$ cat config.mk
export PLATFORM = sky130hd
export DESIGN_NAME = deser_reg
export DESIGN_NICKNAME = d
export VERILOG_FILES = /design/src/rtl/deser_pkg.sv /design/src/rtl/deser_shift_cell.sv /design/src/rtl/deser_reg.sv
export SDC_FILE = /design/constraint.sdc
export NUM_CORES = 1
export LEC_CHECK = 0
export CAP_MARGIN = 20
export CORE_MARGIN = 2
export CORE_UTILIZATION = 45
export DETAILED_ROUTE_END_ITERATION = 6
export PLACE_DENSITY = 0.73
export SLEW_MARGIN = 20
export SYNTH_ARGS = -nofsm -noshare
export SYNTH_HDL_FRONTEND = slang
export SYNTH_SLANG_ARGS = --single-unit
$ cat constraint.sdc
create_clock -name clock -period 4 [get_ports clock]
set_clock_uncertainty 0.2 [all_clocks]
set_input_delay 0.4 -clock clock [delete_from_list [all_inputs] [get_ports clock]]
set_output_delay 0.4 -clock clock [all_outputs]
set_load 0.005 [all_outputs]
$ cat src/rtl/deser_pkg.sv
// Shared types and constants for the deser_reg serial-to-parallel receiver.
package deser_pkg;

  typedef enum logic [1:0] {
    IDLE   = 2'd0,
    SHIFT  = 2'd1,
    PARITY = 2'd2
  } state_t;

  localparam logic DIR_LSB_FIRST = 1'b1;
  localparam logic DIR_MSB_FIRST = 1'b0;

endpackage

$ cat src/rtl/deser_shift_cell.sv
// One bit of the receive shift register: a flop fed from either neighbour,
// with a synchronous clear used when a word completes.
module deser_shift_cell (
  input  logic clock,
  input  logic resetn,
  input  logic shift_en,
  input  logic clear,
  input  logic take_left,
  input  logic left,
  input  logic right,
  output logic q
);

  always_ff @(posedge clock or negedge resetn) begin
    if (!resetn) begin
      q <= 1'b0;
    end else if (clear) begin
      q <= 1'b0;
    end else if (shift_en) begin
      q <= take_left ? left : right;
    end
  end

endmodule

$ cat src/rtl/deser_reg.sv
// Serial-to-parallel receiver with a double-buffered, valid/ready output word
// and a sticky overrun flag. Define DESER_PARITY_EN to add an even-parity bit.
//   state  | meaning
//   IDLE   | no bits collected, next valid bit starts a word
//   SHIFT  | 1..WIDTH-1 data bits collected
//   PARITY | all data bits collected, waiting for the parity bit
module deser_reg
  import deser_pkg::*;
#(
  parameter int WIDTH = 4,
  parameter int CNT_W = $clog2(WIDTH + 1)
) (
  input  logic             clock,
  input  logic             resetn,
  input  logic             SerialIn,
  input  logic             SerialValid,
  input  logic             ShiftRight,
  input  logic             WordReady,
  input  logic             ClearOvr,
  output logic [WIDTH-1:0] Data_OUT,
  output logic             WordValid,
  output logic             Overrun,
  output logic [CNT_W-1:0] BitCount
`ifdef DESER_PARITY_EN
  ,
  output logic             ParityErr
`endif
);

  state_t           state, state_nxt;
  logic [CNT_W-1:0] cnt_nxt;
  logic             dir_q, dir_nxt, dir_use;
  logic             shift_en, clear_sr, complete, commit, drop;
  logic [WIDTH-1:0] sr, word;

  // First bit of a word uses the live ShiftRight; later bits use the latched one.
  assign dir_use = (state == IDLE) ? ShiftRight : dir_q;

  always_ff @(posedge clock or negedge resetn) begin
    if (!resetn) begin
      state    <= IDLE;
      BitCount <= '0;
      dir_q    <= DIR_MSB_FIRST;
    end else begin
      state    <= state_nxt;
      BitCount <= cnt_nxt;
      dir_q    <= dir_nxt;
    end
  end

  always_comb begin
    state_nxt = state;
    cnt_nxt   = BitCount;
    dir_nxt   = dir_q;
    shift_en  = 1'b0;
    clear_sr  = 1'b0;
    complete  = 1'b0;
    case (state)
      IDLE: begin
        if (SerialValid) begin
          dir_nxt   = ShiftRight;
          shift_en  = 1'b1;
          cnt_nxt   = CNT_W'(1);
          state_nxt = SHIFT;
        end
      end
      SHIFT: begin
        if (SerialValid) begin
          shift_en = 1'b1;
          if (BitCount == CNT_W'(WIDTH - 1)) begin
`ifdef DESER_PARITY_EN
            cnt_nxt   = CNT_W'(WIDTH);
            state_nxt = PARITY;
`else
            complete  = 1'b1;
            clear_sr  = 1'b1;
            cnt_nxt   = '0;
            state_nxt = IDLE;
`endif
          end else begin
            cnt_nxt = BitCount + 1'b1;
          end
        end
      end
      PARITY: begin
`ifdef DESER_PARITY_EN
        if (SerialValid) begin
          complete  = 1'b1;
          clear_sr  = 1'b1;
          cnt_nxt   = '0;
          state_nxt = IDLE;
        end
`else
        state_nxt = IDLE;
`endif
      end
      default: state_nxt = IDLE;
    endcase
  end

  // Edge cells take SerialIn as their outside neighbour.
  for (genvar i = 0; i < WIDTH; i++) begin : g_cell
    logic left_nb, right_nb;
    if (i == WIDTH - 1) begin : g_msb
      assign left_nb = SerialIn;
    end else begin : g_mid_l
      assign left_nb = sr[i+1];
    end
    if (i == 0) begin : g_lsb
      assign right_nb = SerialIn;
    end else begin : g_mid_r
      assign right_nb = sr[i-1];
    end
    deser_shift_cell u_cell (
      .clock     (clock),
      .resetn    (resetn),
      .shift_en  (shift_en),
      .clear     (clear_sr),
      .take_left (dir_use == DIR_LSB_FIRST),
      .left      (left_nb),
      .right     (right_nb),
      .q         (sr[i])
    );
  end

`ifdef DESER_PARITY_EN
  assign word = sr;
`else
  // The completing bit is not yet in sr, so build the word as it would shift.
  assign word = (dir_use == DIR_LSB_FIRST) ? {SerialIn, sr[WIDTH-1:1]}
                                           : {sr[WIDTH-2:0], SerialIn};
`endif

  assign commit = complete && (!WordValid || WordReady);
  assign drop   = complete && WordValid && !WordReady;

  always_ff @(posedge clock or negedge resetn) begin
    if (!resetn) begin
      Data_OUT  <= '0;
      WordValid <= 1'b0;
      Overrun   <= 1'b0;
`ifdef DESER_PARITY_EN
      ParityErr <= 1'b0;
`endif
    end else begin
      if (commit) begin
        Data_OUT  <= word;
        WordValid <= 1'b1;
`ifdef DESER_PARITY_EN
        ParityErr <= (^word) ^ SerialIn;
`endif
      end else if (WordReady) begin
        WordValid <= 1'b0;
      end
      if (drop) begin
        Overrun <= 1'b1;
      end else if (ClearOvr) begin
        Overrun <= 1'b0;
      end
    end
  end

endmodule

## Word-level counts from Yosys, hierarchy flattened

Cells that the tools add are included.

| word-level totals | value |
|---|---|
| bits in registers | 16 |
| bits in latches | 0 |
| RAM bits | 0 |
| ROM bits | 0 |
| input bits | 7 |
| output and inout port bits | 9 |
| logic and storage cells | 62 |
| memories | 0 |

| cells by class | value |
|---|---|
| add/subtract/negate cells | 1 |
| $mul | 0 |
| divide/modulo/power cells | 0 |
| $lt $le $gt $ge | 0 |
| eq/ne operators | 5 |
| shift operators | 0 |
| mux-type cells | 31 |
| bitwise logic cells | 0 |
| reduce and logical (&&, ||, !) cells | 15 |

Operator list:

| cell | count |
|---|---|
| two-way mux 1 bit | 22 |
| two-way mux 3 bit | 3 |
| nonzero test 2 bit | 4 |
| two-way mux 2 bit | 3 |
| != test 2 bit, second input constant | 3 |
| case mux 3 bit (2 select lines) | 1 |
| AND reduction 3 bit | 2 |
| two-way mux 4 bit | 1 |
| case mux 2 bit (2 select lines) | 1 |
| adder 3 x 1 -> 3 bit, second input constant | 1 |
| equality test 3 x 2 -> 1 bit, second input constant | 1 |
| logical AND 1 bit | 3 |
| equality test 2 x 1 -> 1 bit, second input constant | 1 |
| logical NOT 1 bit | 2 |
| logical NOT 2 bit | 1 |
| AND reduction 2 bit | 1 |
| OR reduction 2 bit | 1 |
| logical OR 1 bit | 1 |

## Longest topological paths before layout

| logic depth | value |
|---|---|
| word-level depth | 7 |
| mapped depth | 5 |
| depth with buffers taken out | 4 |

## Hierarchy

A second synthesis with hierarchy kept.

| unflattened totals | value |
|---|---|
| cell total of the unflattened synthesis | 58 |
| area, all modules | 710.7 µm² |

Modules (own cells, without submodules):

| module | times used | cells an instance | area each (µm²) | seq. area each (µm²) |
|---|---|---|---|---|
| deser_reg | 1 | 42 | 505.5 | 275.3 |
| deser_shift_cell | 4 | 4 | 51.3 | 25.0 |

## Worst setup path after synthesis

Ideal clock, no wire load.

| timing path | value |
|---|---|
| path type | reg-to-reg |
| start point | reg BitCount[0] |
| end point | reg Data_OUT[2] |
| library setup time | 0.125 ns |
| arrival | 1.316 ns |
| required time | 3.675 ns |
| setup slack | 2.360 ns |
| cell stages (with the launch flop) | 6 |
| path buffers | 1 |
| clock period less this slack | 1.640 ns |
| cells stage by stage | dfrtp_1 -> ha_1 -> nand4b_2 -> nor2b_2 -> buf_6 -> mux2_2 |

| between the ends | value |
|---|---|
| word-level cells in the longest chain between the ends | 5 |

RTL lines:

| what | line | text |
|---|---|---|
| from (decl) | deser_reg.sv:23 | `output logic [CNT_W-1:0] BitCount` |
| from (signal assigned) | deser_reg.sv:46 | `BitCount <= cnt_nxt;` |
| equality test 3 x 2 -> 1 bit | deser_reg.sv:70 | `if (BitCount == CNT_W'(WIDTH - 1)) begin` |
| two-way mux 1 bit | deser_reg.sv:70 |  |
| two-way mux 1 bit | deser_reg.sv:68 | `if (SerialValid) begin` |
| two-way mux 1 bit | deser_reg.sv:58 | `case (state)` |
| logical AND 1 bit | deser_reg.sv:134 | `assign commit = complete && (!WordValid \|\| WordReady);` |
| to (signal assigned) | deser_reg.sv:147 | `Data_OUT <= word;` |
| to (decl) | deser_reg.sv:20 | `output logic [WIDTH-1:0] Data_OUT,` |

Every way passes these cells.
A chain may end at the register's enable or synchronous reset.

## Worst setup path after layout

| timing path | value |
|---|---|
| start point | in SerialValid |
| end point | reg Data_OUT[2] |

| between the ends | value |
|---|---|
| word-level cells in the longest chain between the ends | 3 |

RTL lines:

| what | line | text |
|---|---|---|
| from (decl) | deser_reg.sv:16 | `input logic SerialValid,` |
| two-way mux 1 bit | deser_reg.sv:68 |  |
| two-way mux 1 bit | deser_reg.sv:58 |  |
| logical AND 1 bit | deser_reg.sv:134 |  |

Every way passes these cells.

==> flow_metrics.py <==
metrics = {
    "worst_setup_path": {
        "r2r_end": "Data_OUT[2]",
        "reg2reg_depth": 4,
        "arrival_ns": 2.08,
        "r2r_slack_ns": 2.22,
        "crit_type": "input port to flop",
        "critPathBufInv": 1,
        "cpMaxStageDelayCell": "clkdlybuf4s50_1",
        "crit_start": "SerialValid",
        "slowest_delay_ns": 0.77,
        "crit_path_start_kind": "input port",
        "r2r_start": "BitCount[0]",
        "worstPathMaxFanout": 14,
        "crit_chain": "clkdlybuf4s50_1, nand4b_2, nor2b_2, mux2_2",
        "worst_path_dominant_cell_family": "buffers and inverters",
        "worstSetupEndpointType": "flop",
        "required_ns": 3.96,
    },
    "logic_synthesis": {
        "synth_area_um2": 684,
        "synthAdderAreaFrac": 0.0183,
        "synth_seq_area_share": 0.548,
        "synth_compound_area_frac": 0.0987,
        "synth_top_family_by_area": "multiplexers",
        "ys_warn_count": 0,
        "synth-simple-area-share": 0.0951,
        "synthMuxAreaShare": 0.168,
        "syn_area_per_cell_um2": 12.0,
        "synth_cells": 57,
        "synth-xor-area-share": 0,
        "ys_types": 23,
        "synth_seq_cells": 15,
        "synthesis.nets": 65,
    },
    "die": {
        "fp.dieW_um": 43,
        "core_um2": 1470,
        "initial_core_util": 0.465,
        "die-area_um2": 1850,
        "io_pins": 16,
        "die_y_um": 43,
        "placement_rows": 14,
    },
    "grt": {
        "grt_max_degree": 16,
        "grt_first_pass_wirelength_um": 2000,
        "grt_remaining_overflow": 0,
        "grt_usage": 0.150,
        "grt_antenna_before_repair": 0,
        "grt_pass1_vias": 446,
    },
    "final_layout": {
        "layout_common_cells": "15 x dfrtp_1, 15 x clkdlybuf4s50_1, 9 x inv_1",
        "drive_gt1_frac": 0.0946,
        "fin_nets": 83,
        "diodes": 0,
        "stdcell_count": 90,
        "area_growth_pct": 26.5,
        "stdcell_area_um2": 866,
    },
    "drt": {
        "drc": 0,
        "drtAntennaViolNets": 0,
        "firstDrtPassIters": 2,
        "vias": 439,
        "wire_per_inst_um": 12.2,
        "wirelength_um": 1100,
        "drtIter0Drc": 2,
        "via_per_inst": 4.88,
    },
    "pwr": {
        "powerDensity_nw_per_um2": 685,
        "ir_drop_v": 0.000303,
        "p_total_uw": 593,
        "leakagePower_uw": 0.000393,
        "intPower_uw": 403,
        "p_switching_uw": 190,
        "sequentialPowerShare": 0.437,
        "combPwrFrac": 0.422,
        "p_sw_frac": 0.320,
        "p_clk_frac": 0.141,
    },
    "timing": {
        "tns_ns": 0,
        "rsz0062_at_grt": "no",
        "fmax_ghz": 0.472,
        "finalCritPeriodShare": 0.529,
        "worst_pin_slew_ns": 0.640,
        "finalHoldViolations": 0,
        "max-slew-margin-rel": 0.572,
        "fin_crit_ns": 2.12,
        "maxSlewViolCount": 0,
        "setup_viol_count_final": 0,
    },
    "cts": {
        "clk-insertion-delay-late_ns": 0.27,
        "path_clk_slew_ns": 0.09,
        "cts_buffer_depth": 2,
        "cts_resized": 0,
        "cts_sinks": 15,
        "postCtsHoldBufs": 0,
        "cts-htree-levels": 1,
        "root_buffer": "clkbuf_4",
        "post_cts_buffers": 0,
        "cts_tree": "built",
        "cts_buffers": 3,
    },
    "hold_path": {
        "hp-class": "input port to asynchronous set/reset pin",
    },
    "placement": {
        "postPlaceCellArea_um2": 840,
        "gp_congestion": 0.732,
        "dp.cells": 86,
        "port_buffers": 15,
        "dp_hpwl_um": 809,
    },
    "job": {
        "cap_violations": 0,
    },
    "status": {
        "outcome": "complete, no violations",
    },
}
how the worst max path moves through the flow:
stage                     slack, ns  depth (start not counted)     endpoint
after floorplan                2.36                          5  Data_OUT[2]
after global placement         1.66                          4  Data_OUT[2]
after detailed placement       1.60                          4  Data_OUT[2]
after CTS                      1.90                          4  Data_OUT[2]
after global routing           1.81                          4  Data_OUT[2]
final                          1.88                          4  Data_OUT[2]
cell families (layout without fill, tap and decap cells):
kind of cell,after synthesis,in the layout
buffers and inverters,11,28
multiplexers,10,10
AO/OA/AOI/OAI,10,10
flip-flops,15,15
AND/OR/NAND/NOR,10,10
adder cells (fa/ha/maj),1,1
per-stage QoR:
step                setup WS, ns  utilization  hold slack, ns
detailed placement          1.60        0.571           0.317
floorplan                   2.36            -         -0.0956
CTS                         1.90        0.588           0.330
global placement            1.66        0.571           0.306
global route                1.81        0.588           0.360
finish                      1.88        0.588           0.317
layer usage:
layer	part of all wire	GRT usage	vias to the layer above
li1	-	-	226
met1	0.50	0.206	204
met2	0.44	0.212	7
met3	0.039	0.0383	2
met4	0.018	0.0909	0
met5	0	0	-
worst register-to-register path: stages (launching register included):
cell	delay (ns)
dfrtp_1	0.40
ha_1	0.22
nand4b_2	0.19
nor2b_2	0.29
mux2_2	0.37
sequential cells by signal (all words and copies together), names as in the netlist:
signal	count
dir_q	1
state	1
g_cell.u_cell.q	4
WordValid	1
Overrun	1
BitCount	3
Data_OUT	4
area by class of cell:
type,count,area [um^2]
Clock buffer,4,26.3
Inverter,9,33.8
Multi-Input combinational cell,31,260
Tap cell,16,20.0
Fill cell,129,606
Timing Repair Buffer,15,150
Sequential cell,15,375
Yosys cell counts:
library cell,instances,area share
a21boi_1,1,0.011
a21o_1,1,0.011
a31o_1,1,0.013
a31oi_1,1,0.0091
buf_6,1,0.016
clkbuf_1,1,0.0055
dfrtp_1,15,0.55
ha_1,1,0.018
inv_1,9,0.049
mux2_1,1,0.016
mux2_2,1,0.016
mux2i_1,7,0.10
mux2i_4,1,0.033
nand2_1,2,0.011
nand2b_1,3,0.027
nand3_1,1,0.0073
nand4b_2,1,0.022
nor2_1,1,0.0055
nor2b_1,1,0.0091
nor2b_2,1,0.013
o21a_1,1,0.011
o21ai_1,1,0.0073
o22ai_1,4,0.037
power groups by stage:
stage               logic, uW  registers (uW)  clock network (uW)
finish                    250             259                83.6
global route              277             269                96.0
CTS                       254             260                89.3
detailed placement        253             263                   0
global placement          251             262                   0
floorplan                 154             260                   0
(Power assumes the default switching activity.)
